**src/rtl/dct_avm_master.sv**
```systemverilog
// Streams 8-sample blocks through an Avalon-MM DCT slave: load samples, write them, read coefficients back, stream them out.
// Optional block counter output blk_cnt is enabled with `define DCT_MASTER_BLKCNT_EN.
module dct_avm_master #(
    parameter logic [7:0] BASE_ADDR = 8'h00,
    parameter int         SAMPLES   = 8
) (
    input  logic        csi_clk,
    input  logic        rsi_reset_n,
    input  logic [15:0] asi_in_data,
    input  logic        asi_in_valid,
    output logic        asi_in_ready,
    output logic [15:0] aso_out_data,
    output logic        aso_out_valid,
    input  logic        aso_out_ready,
    output logic        aso_out_sop,
    output logic        aso_out_eop,
`ifdef DCT_MASTER_BLKCNT_EN
    output logic [15:0] blk_cnt,
`endif
    output logic [7:0]  avm_m0_address,
    output logic        avm_m0_write,
    output logic        avm_m0_read,
    output logic [31:0] avm_m0_writedata,
    input  logic [31:0] avm_m0_readdata
);

    typedef enum logic [1:0] {LOAD, WR, RD, OUT} state_t;

    localparam logic [2:0] LAST = 3'(SAMPLES - 1);

    state_t      state, state_next;
    logic [2:0]  idx, idx_next;
    logic        rd_tail, rd_tail_next;
    logic        rd_pend;
    logic [2:0]  rd_idx;
    logic        out_accept;
    logic [15:0] sample [SAMPLES];
    logic [15:0] coef   [SAMPLES];
    logic        unused_readdata_hi;

    assign unused_readdata_hi = ^avm_m0_readdata[31:16];
    assign out_accept         = (state == OUT) && aso_out_valid && aso_out_ready;

    assign asi_in_ready     = (state == LOAD);
    assign avm_m0_write     = (state == WR);
    // rd_tail is the extra RD cycle that only collects the last read's data
    assign avm_m0_read      = (state == RD) && !rd_tail;
    assign avm_m0_address   = (avm_m0_write || avm_m0_read) ? (BASE_ADDR + {5'b0, idx}) : 8'h00;
    assign avm_m0_writedata = avm_m0_write ? {16'h0000, sample[idx]} : 32'h0;

    always_comb begin
        state_next   = state;
        idx_next     = idx;
        rd_tail_next = rd_tail;
        case (state)
            LOAD: begin
                if (asi_in_valid) begin
                    idx_next = idx + 3'd1;
                    if (idx == LAST) state_next = WR;
                end
            end
            WR: begin
                idx_next = idx + 3'd1;
                if (idx == LAST) state_next = RD;
            end
            RD: begin
                if (rd_tail) begin
                    state_next   = OUT;
                    rd_tail_next = 1'b0;
                    idx_next     = 3'd0;
                end else begin
                    idx_next = idx + 3'd1;
                    if (idx == LAST) rd_tail_next = 1'b1;
                end
            end
            OUT: begin
                if (out_accept) begin
                    idx_next = idx + 3'd1;
                    if (idx == LAST) state_next = LOAD;
                end
            end
            default: begin
                state_next   = LOAD;
                idx_next     = 3'd0;
                rd_tail_next = 1'b0;
            end
        endcase
    end

    always_ff @(posedge csi_clk) begin
        if (!rsi_reset_n) begin
            state   <= LOAD;
            idx     <= 3'd0;
            rd_tail <= 1'b0;
        end else begin
            state   <= state_next;
            idx     <= idx_next;
            rd_tail <= rd_tail_next;
        end
    end

    // The output register is primed on the first OUT cycle, then reloaded on each accepted beat
    always_ff @(posedge csi_clk) begin
        if (!rsi_reset_n) begin
            for (int k = 0; k < SAMPLES; k++) begin
                sample[k] <= 16'h0;
                coef[k]   <= 16'h0;
            end
            rd_pend       <= 1'b0;
            rd_idx        <= 3'd0;
            aso_out_data  <= 16'h0;
            aso_out_valid <= 1'b0;
            aso_out_sop   <= 1'b0;
            aso_out_eop   <= 1'b0;
        end else begin
            if (state == LOAD && asi_in_valid) sample[idx] <= asi_in_data;
            rd_pend <= avm_m0_read;
            rd_idx  <= idx;
            if (rd_pend) coef[rd_idx] <= avm_m0_readdata[15:0];
            if (state == OUT) begin
                if (!aso_out_valid) begin
                    aso_out_data  <= coef[idx];
                    aso_out_valid <= 1'b1;
                    aso_out_sop   <= (idx == 3'd0);
                    aso_out_eop   <= (idx == LAST);
                end else if (aso_out_ready) begin
                    if (idx == LAST) begin
                        aso_out_data  <= 16'h0;
                        aso_out_valid <= 1'b0;
                        aso_out_sop   <= 1'b0;
                        aso_out_eop   <= 1'b0;
                    end else begin
                        aso_out_data <= coef[idx + 3'd1];
                        aso_out_sop  <= 1'b0;
                        aso_out_eop  <= ((idx + 3'd1) == LAST);
                    end
                end
            end
        end
    end

`ifdef DCT_MASTER_BLKCNT_EN
    always_ff @(posedge csi_clk) begin
        if (!rsi_reset_n) blk_cnt <= 16'h0;
        else if (out_accept && aso_out_eop) blk_cnt <= blk_cnt + 16'h1;
    end
`endif

endmodule
```
**config.mk**
```make
export PLATFORM = sky130hd
export DESIGN_NAME = dct_avm_master
export DESIGN_NICKNAME = d
export VERILOG_FILES = /design/src/rtl/dct_avm_master.sv
export SDC_FILE = /design/constraint.sdc
export NUM_CORES = 1
export LEC_CHECK = 0
export BUFFER_PORTS_ARGS = -buffer_cell sky130_fd_sc_hd__buf_2
export CORE_ASPECT_RATIO = 1.5
export CORE_UTILIZATION = 46
export CTS_CLUSTER_SIZE = 25
export DETAILED_ROUTE_END_ITERATION = 8
export PLACE_DENSITY = 0.66
export SLEW_MARGIN = 20
export SYNTH_ARGS = -nofsm -noshare
export SYNTH_HDL_FRONTEND = slang
export SYNTH_SLANG_ARGS = --single-unit
```
**constraint.sdc**
```tcl
create_clock -name csi_clk -period 2.6 [get_ports csi_clk]
set_input_delay 0.26 -clock csi_clk [delete_from_list [all_inputs] [get_ports csi_clk]]
set_output_delay 0.26 -clock csi_clk [all_outputs]
set_load 0.01 [all_outputs]
```
==> flow_summary.yaml, run 1 <==
run_status:
  status: "complete, no violations"
timing:
  worstMarginPinSlew_ns: 1.06
  slew-limit-headroom: 0.296
  hold_violations: 0
  rsz0062_at_grt: "no"
  slew_violations: 0
  worst_slack_ns: 0.141
  finalClockSkew_ns: 0.0127
  period_share: 0.946
  whs_ns: 0.0559
  finalSetupTns_ns: 0
  min_period_ns: 2.46
  setup_violations: 0
  max_freq_ghz: 0.407
critical_path:
  arrival_ns: 2.20
  r2r_start: "idx[1]"
  ff2ff_path_depth: 6
  slowest_stage: "mux4_2"
  r2r_setup_slack_ns: 0.27
  critPathKind: "flip-flop to output port"
  crit_chain: "buf_4, mux4_2, mux2i_1, nor2b_1, buf_2"
  cp-end-kind: "output port"
  cp_max_fo: 11
  cp.required_ns: 2.34
  r2r_end: "aso_out_data[8]"
  cp-start-kind: "flip-flop"
  slowest_delay_ns: 0.53
logic_synthesis:
  ys_types: 43
  postSynthAreaPerCell_sq_um: 13.9
  ys.flop_type: "edfxtp_1"
  ys_seq_area_frac: 0.586
  yosys_register_bits: 288
  netlist_area_sq_um: 14200
  synth_edf_count: 256
  synth_warnings: 0
  synth-async-reset-ratio: 0
  syn_inst: 1020
min_path:
  hold_path_end: "sample[0][3]"
  holdPathStages: 2
  hold_start: "asi_in_data[3]"
  hold_class: "primary input to flip-flop"
global_route:
  grt-ovfl-total: 0
  grt_pass1_wl_um: 53900
  grt_pass1_vias: 8916
  grt_usage: 0.233
  grt_max_degree: 48
  antenna_found_initial: 1
clocking:
  ctsHtreeMaxLevel: 1
  cts_tree: "built"
  clockBufferDepth: 3
  clkTransAtPathRegs_ns: 0.06
  cts_root_buf: "clkbuf_16"
  worstSkewPairLatency_ns: 0.56
  cts_made_buffers: 28
  clock-sinks: 288
placed_design:
  place_ws_ns: 0.309
  gp_congestion: 0.806
  hpwl_um: 23000
  numPortBuffers: 76
die:
  start_util: 0.468
  fp.dieH_um: 217
  dieArea_sq_um: 31600
  core_sq_um: 30400
  die_x_um: 145
  pin_count: 114
  fp-row-count: 78
drt:
  drtPass1Iterations: 5
  via_count: 8748
  drt_iter0_drc: 599
  drc: 0
  wl_um: 36100
  via_per_inst: 5.61
  ant_nets: 0
  wl_per_cell_um: 23.2
pwr:
  p_leak_nw: 6.13
  irDropWorstVdd_mv: 0.615
  power_density_nw_per_um2: 638
  finalPower_mw: 10.4
layout:
  areaGrowthSynthToFinish_pct: 14.9
  diodes: 0
  drive_gt1_frac: 0.261
  finalCoreUtilization: 0.538
  final_nets: 1196
flow_run:
  max_cap_viol_count: 0
[synthesized netlist by cell type (2+ instances only)]
cell,count,area share
nand2b_1,11,0.0048
a2111oi_0,16,0.0099
and2_1,259,0.11
nor2b_1,57,0.025
nand3_1,2,0.00070
nor3_2,2,0.0014
nor3_1,18,0.0063
nand4_1,3,0.0013
nor2_1,24,0.0063
o21ai_0,16,0.0056
mux2i_1,27,0.019
edfxtp_1,256,0.54
mux4_2,53,0.084
inv_1,8,0.0021
buf_2,23,0.0081
ha_1,8,0.0070
a221o_1,16,0.011
dfxtp_1,32,0.045
mux4_1,11,0.020
mux2_2,32,0.025
buf_4,26,0.014
o22ai_1,16,0.0070
buf_6,2,0.0016
buf_1,2,0.00053
clkbuf_1,30,0.0079
a21oi_1,12,0.0042
nand2_1,27,0.0071
a211oi_1,16,0.0085
[layout make-up]
type	instances	area, sq um
Timing Repair Buffer	152	1030
Clock buffer	38	810
Tap cell	400	500
Sequential cell	288	8340
Clock inverter	14	125
Inverter	8	30.0
Fill cell	2569	14000
Multi-Input combinational cell	658	5480
[flip-flops by register name (all words and copies together), names as in the netlist, named ones only]
name and count:
sample 128, coef 128, rd_idx 3, aso_out_data 16, state 2, aso_out_eop 1, aso_out_sop 1, idx 3
rd_pend 1, aso_out_valid 1, rd_tail 1
[report_power, final]
group          total [mW]  switching, mW  internal [mW]
registers            5.28         0.0829           5.20
clock network        4.11           1.73           2.37
logic                1.02          0.555          0.463
[layer usage]
metal | part of all wire | track usage | wire length [um] | vias to the layer above
li1 | - | - | - | 3990
met1 | 0.36 | 0.253 | 13000 | 4410
met2 | 0.56 | 0.453 | 20100 | 257
met3 | 0.040 | 0.0260 | 1460 | 89
met4 | 0.042 | 0.101 | 1530 | 2
met5 | 0.00036 | 0 | 13 | -
[cells by family after synthesis]
logic type,synth area share
multiplexers,0.149
flip-flops,0.586
adder cells (fa/ha/maj),0.00705
AND/OR/NAND/NOR,0.171
buffers and inverters,0.0368
other,0.000264
AO/OA/AOI/OAI,0.0500
[how the worst max path moves through the flow]
stage / slack [ns] / cells after the start / to
3_5_place_dp: 0.31 / 6 / aso_out_data[8]
6_report: 0.14 / 5 / avm_m0_writedata[11]
2_1_floorplan: 0.01 / 4 / sample[6][0]
5_1_grt: 0.03 / 6 / avm_m0_writedata[3]
4_1_cts: 0.07 / 4 / avm_m0_writedata[14]
3_3_place_gp: 0.35 / 7 / aso_out_data[13]
[what timing repair did]
item,CTS,global route
gates resized for setup,1,1
buffers inserted,4,0
hold buffers,1,0
hold endpoints to repair,1,0
endpoints found under the setup margin,16,1
[layout by cell type (no fill, tap or decap), types with 5 or more instances in the layout]
cell | netlist | layout
mux4_2 | 53 | 53
o22ai_1 | 16 | 16
edfxtp_1 | 256 | 256
a221o_1 | 16 | 16
a2111oi_0 | 16 | 16
nand2_1 | 27 | 27
mux4_1 | 11 | 11
ha_1 | 8 | 7
a211oi_1 | 16 | 16
mux2_2 | 32 | 32
buf_4 | 26 | 69
clkbuf_16 | 0 | 29
o21ai_2 | 0 | 12
nand2b_1 | 11 | 11
conb_1 | 1 | 21
a21oi_1 | 12 | 12
and2_1 | 259 | 259
clkinv_1 | 0 | 5
inv_1 | 8 | 8
mux2i_1 | 27 | 27
buf_2 | 23 | 76
nor2b_1 | 57 | 57
nor3_1 | 18 | 16
dfxtp_1 | 32 | 29
nor2_1 | 24 | 24
clkbuf_8 | 0 | 5
[worst max-delay path, delay by kind of cell, from the launching register on]
kind          cells  cell delay, ns
mux               2            0.71
buf+inv           2            0.43
flops             1            0.42
simple gates      1            0.09
[stage by stage]
step                      instances  cell area (sq um)
after floorplan                1040              14300
after global placement         1501              15300
after detailed placement       1501              15300
after CTS                      1558              16300
after global routing           1558              16300
final                          1558              16300
Power figures use the tool's default switching activity.
==> run 2: changes to the inputs <==
Settings changed: CELL_PAD_IN_SITES_DETAIL_PLACEMENT from default to 1, CELL_PAD_IN_SITES_GLOBAL_PLACEMENT from default to 1, CORE_UTILIZATION 46 to 45, PLACE_DENSITY 0.66 to default, PLACE_DENSITY_LB_ADDON from default to 0.1.
==> run 2 against run 1 <==
  * Worst hold slack lost 0.0036 ns
  * Via count is essentially flat
  * Non-clock buffer count shrank 10
  * Register-to-register slack gained 0.03 ns
  * Combinational power is essentially flat
  * Wire length grew 9.0%
  * Sequential power is essentially flat
  * Count of clock-buffer cells in the layout grew 4
  * Clock skew grew 0.0024 ns
  * Core utilization shrank 1.3 points
  * First-iteration DRC count shrank 37%
  * Critical endpoint is now avm_m0_writedata[7]
==> flow_summary.yaml, run 2 (synthesis results as in run 1) <==
critical_path:
  cp_num_buf_inv: 2
  cp-start-kind: "flip-flop"
  cp.depth: 5
  crit_chain: "buf_12, mux4_2, mux2i_1, nor2b_1, buf_2"
  cp-end-kind: "output port"
  slowest_stage: "dfxtp_4"
  r2r_start: "idx[0]"
  ff2ff_path_depth: 7
  cp_max_fo: 27
  slowest_delay_ns: 0.60
  critPathKind: "flip-flop to output port"
  path_delay_family: "flip-flops"
  cp.required_ns: 2.34
  arrival_ns: 2.20
layout:
  reg.largest.list: "coef (128), sample (128), aso_out_data (16)"
  final_common_cell: "and2_1"
  final_nets: 1188
  areaGrowthSynthToFinish_pct: 14.6
  diodes: 0
  drive_gt1_frac: 0.252
  final_cell_area_sq_um: 16300
  stdcell_count: 1555
  finalCoreUtilization: 0.524
  final_cell_mix: "and2_1 (259), edfxtp_1 (256), buf_2 (76)"
clocking:
  clock-sinks: 288
  clockBufferDepth: 3
  cts_tree: "built"
  cts.repair.resized: 0
  cts_made_buffers: 30
  worstSkewPairLatency_ns: 0.56
  cts_root_buf: "clkbuf_16"
  ctsHtreeMaxLevel: 1
  clkTransAtPathRegs_ns: 0.06
die:
  die_x_um: 147
  start_util: 0.458
  fp-row-count: 79
  dieArea_sq_um: 32300
  fp.dieH_um: 220
  core_sq_um: 31000
  pin_count: 114
placed_design:
  place_ws_ns: 0.291
  placedCellCount: 1493
  dpl-instance-area_sq_um: 15300
  gp_congestion: 0.764
  numPortBuffers: 76
  hpwl_um: 24300
global_route:
  grt_max_degree: 42
  antenna_found_initial: 1
  grt_usage: 0.248
  grt-ovfl-total: 0
  grt_pass1_vias: 9648
  grt_pass1_wl_um: 58100
timing:
  max_freq_ghz: 0.406
  rsz0062_at_grt: "no"
  whs_ns: 0.0523
  slew-limit-headroom: 0.235
  min_period_ns: 2.46
  setup_violations: 0
  finalSetupTns_ns: 0
  worst_slack_ns: 0.140
  period_share: 0.946
  worstMarginPinSlew_ns: 1.15
  finalClockSkew_ns: 0.0151
  slew_violations: 0
  hold_violations: 0
pwr:
  power_density_nw_per_um2: 643
  clkPwrFrac: 0.397
  seqPwrFrac: 0.505
  net-switching-power_mw: 2.45
  p_leak_nw: 6.09
  swShare: 0.234
  irDropWorstVdd_mv: 0.601
  finalPower_mw: 10.5
  p_comb_frac: 0.098
  p_int_mw: 8.01
min_path:
  holdPathStages: 2
  hold_start: "asi_in_data[15]"
  hold_class: "primary input to flip-flop"
drt:
  drt_iter0_drc: 378
  wl_um: 39400
  drc: 0
  wl_per_cell_um: 25.3
  via_per_inst: 5.63
  drtPass1Iterations: 4
  ant_nets: 0
  via_count: 8747
run_status:
  status: "complete, no violations"
flow_run:
  max_cap_viol_count: 0
-- run 2: changes by cell type in the layout (fill, tap and decap cells not counted) --
cell       change
buf_4         -12
clkbuf_1       +4
clkbuf_16      +3
clkinv_4       -3
buf_12         +2
clkbuf_8       -2
buf_16         -1
buf_6          -1
buf_8          +1
bufinv_16      -1
clkinv_2       +1
inv_8          +1
-- run 2: power by group through the flow --
| stage | clock, mW | sequential (mW) | combinational [mW] |
|---|---|---|---|
| after floorplan | 0 | 5.34 | 0.716 |
| after global placement | 0 | 5.39 | 0.981 |
| after detailed placement | 0 | 5.40 | 0.996 |
| after CTS | 4.23 | 5.29 | 1.04 |
| after global routing | 4.38 | 5.30 | 1.10 |
| final | 4.15 | 5.29 | 1.02 |
-- run 2: routing by layer --
metal / vias up / wire, um / track usage
met4: 2 / 1730 / 0.118
met5: - / 13 / 0
met2: 220 / 22400 / 0.493
li1: 3964 / - / -
met1: 4460 / 13800 / 0.250
met3: 101 / 1510 / 0.0321
-- run 2: cell type report --
| type | instances | area [sq um] |
|---|---|---|
| clock inverter | 12 | 85.1 |
| sequential | 288 | 8340 |
| inverter | 8 | 30.0 |
| clock buffer | 42 | 847 |
| fill | 3097 | 14800 |
| tap | 405 | 507 |
| timing repair buffer | 142 | 978 |
| multi-input combinational | 658 | 5480 |
-- run 2: worst reg2reg max path, delay by kind of cell (launching register included) --
family	cells	cell delay, ns
buf+inv	2	0.36
compound gates	1	0.27
simple gates	1	0.05
fa+ha+maj	1	0.35
mux	2	0.72
flops	1	0.42
-- run 2: final timing paths --
check / end / slack (ns)
max: avm_m0_writedata[7] / 0.14
min: sample[6][15] / 0.05
max reg2reg: aso_out_data[2] / 0.30
min reg2reg: aso_out_data[13] / 0.49
-- run 2: timing repair --
| action | 4_1_cts | 5_1_grt |
|---|---|---|
| hold buffers | 1 | 0 |
| endpoints found under the hold margin | 1 | 0 |
| setup endpoints to repair | 10 | 3 |
| setup buffers | 6 | 1 |
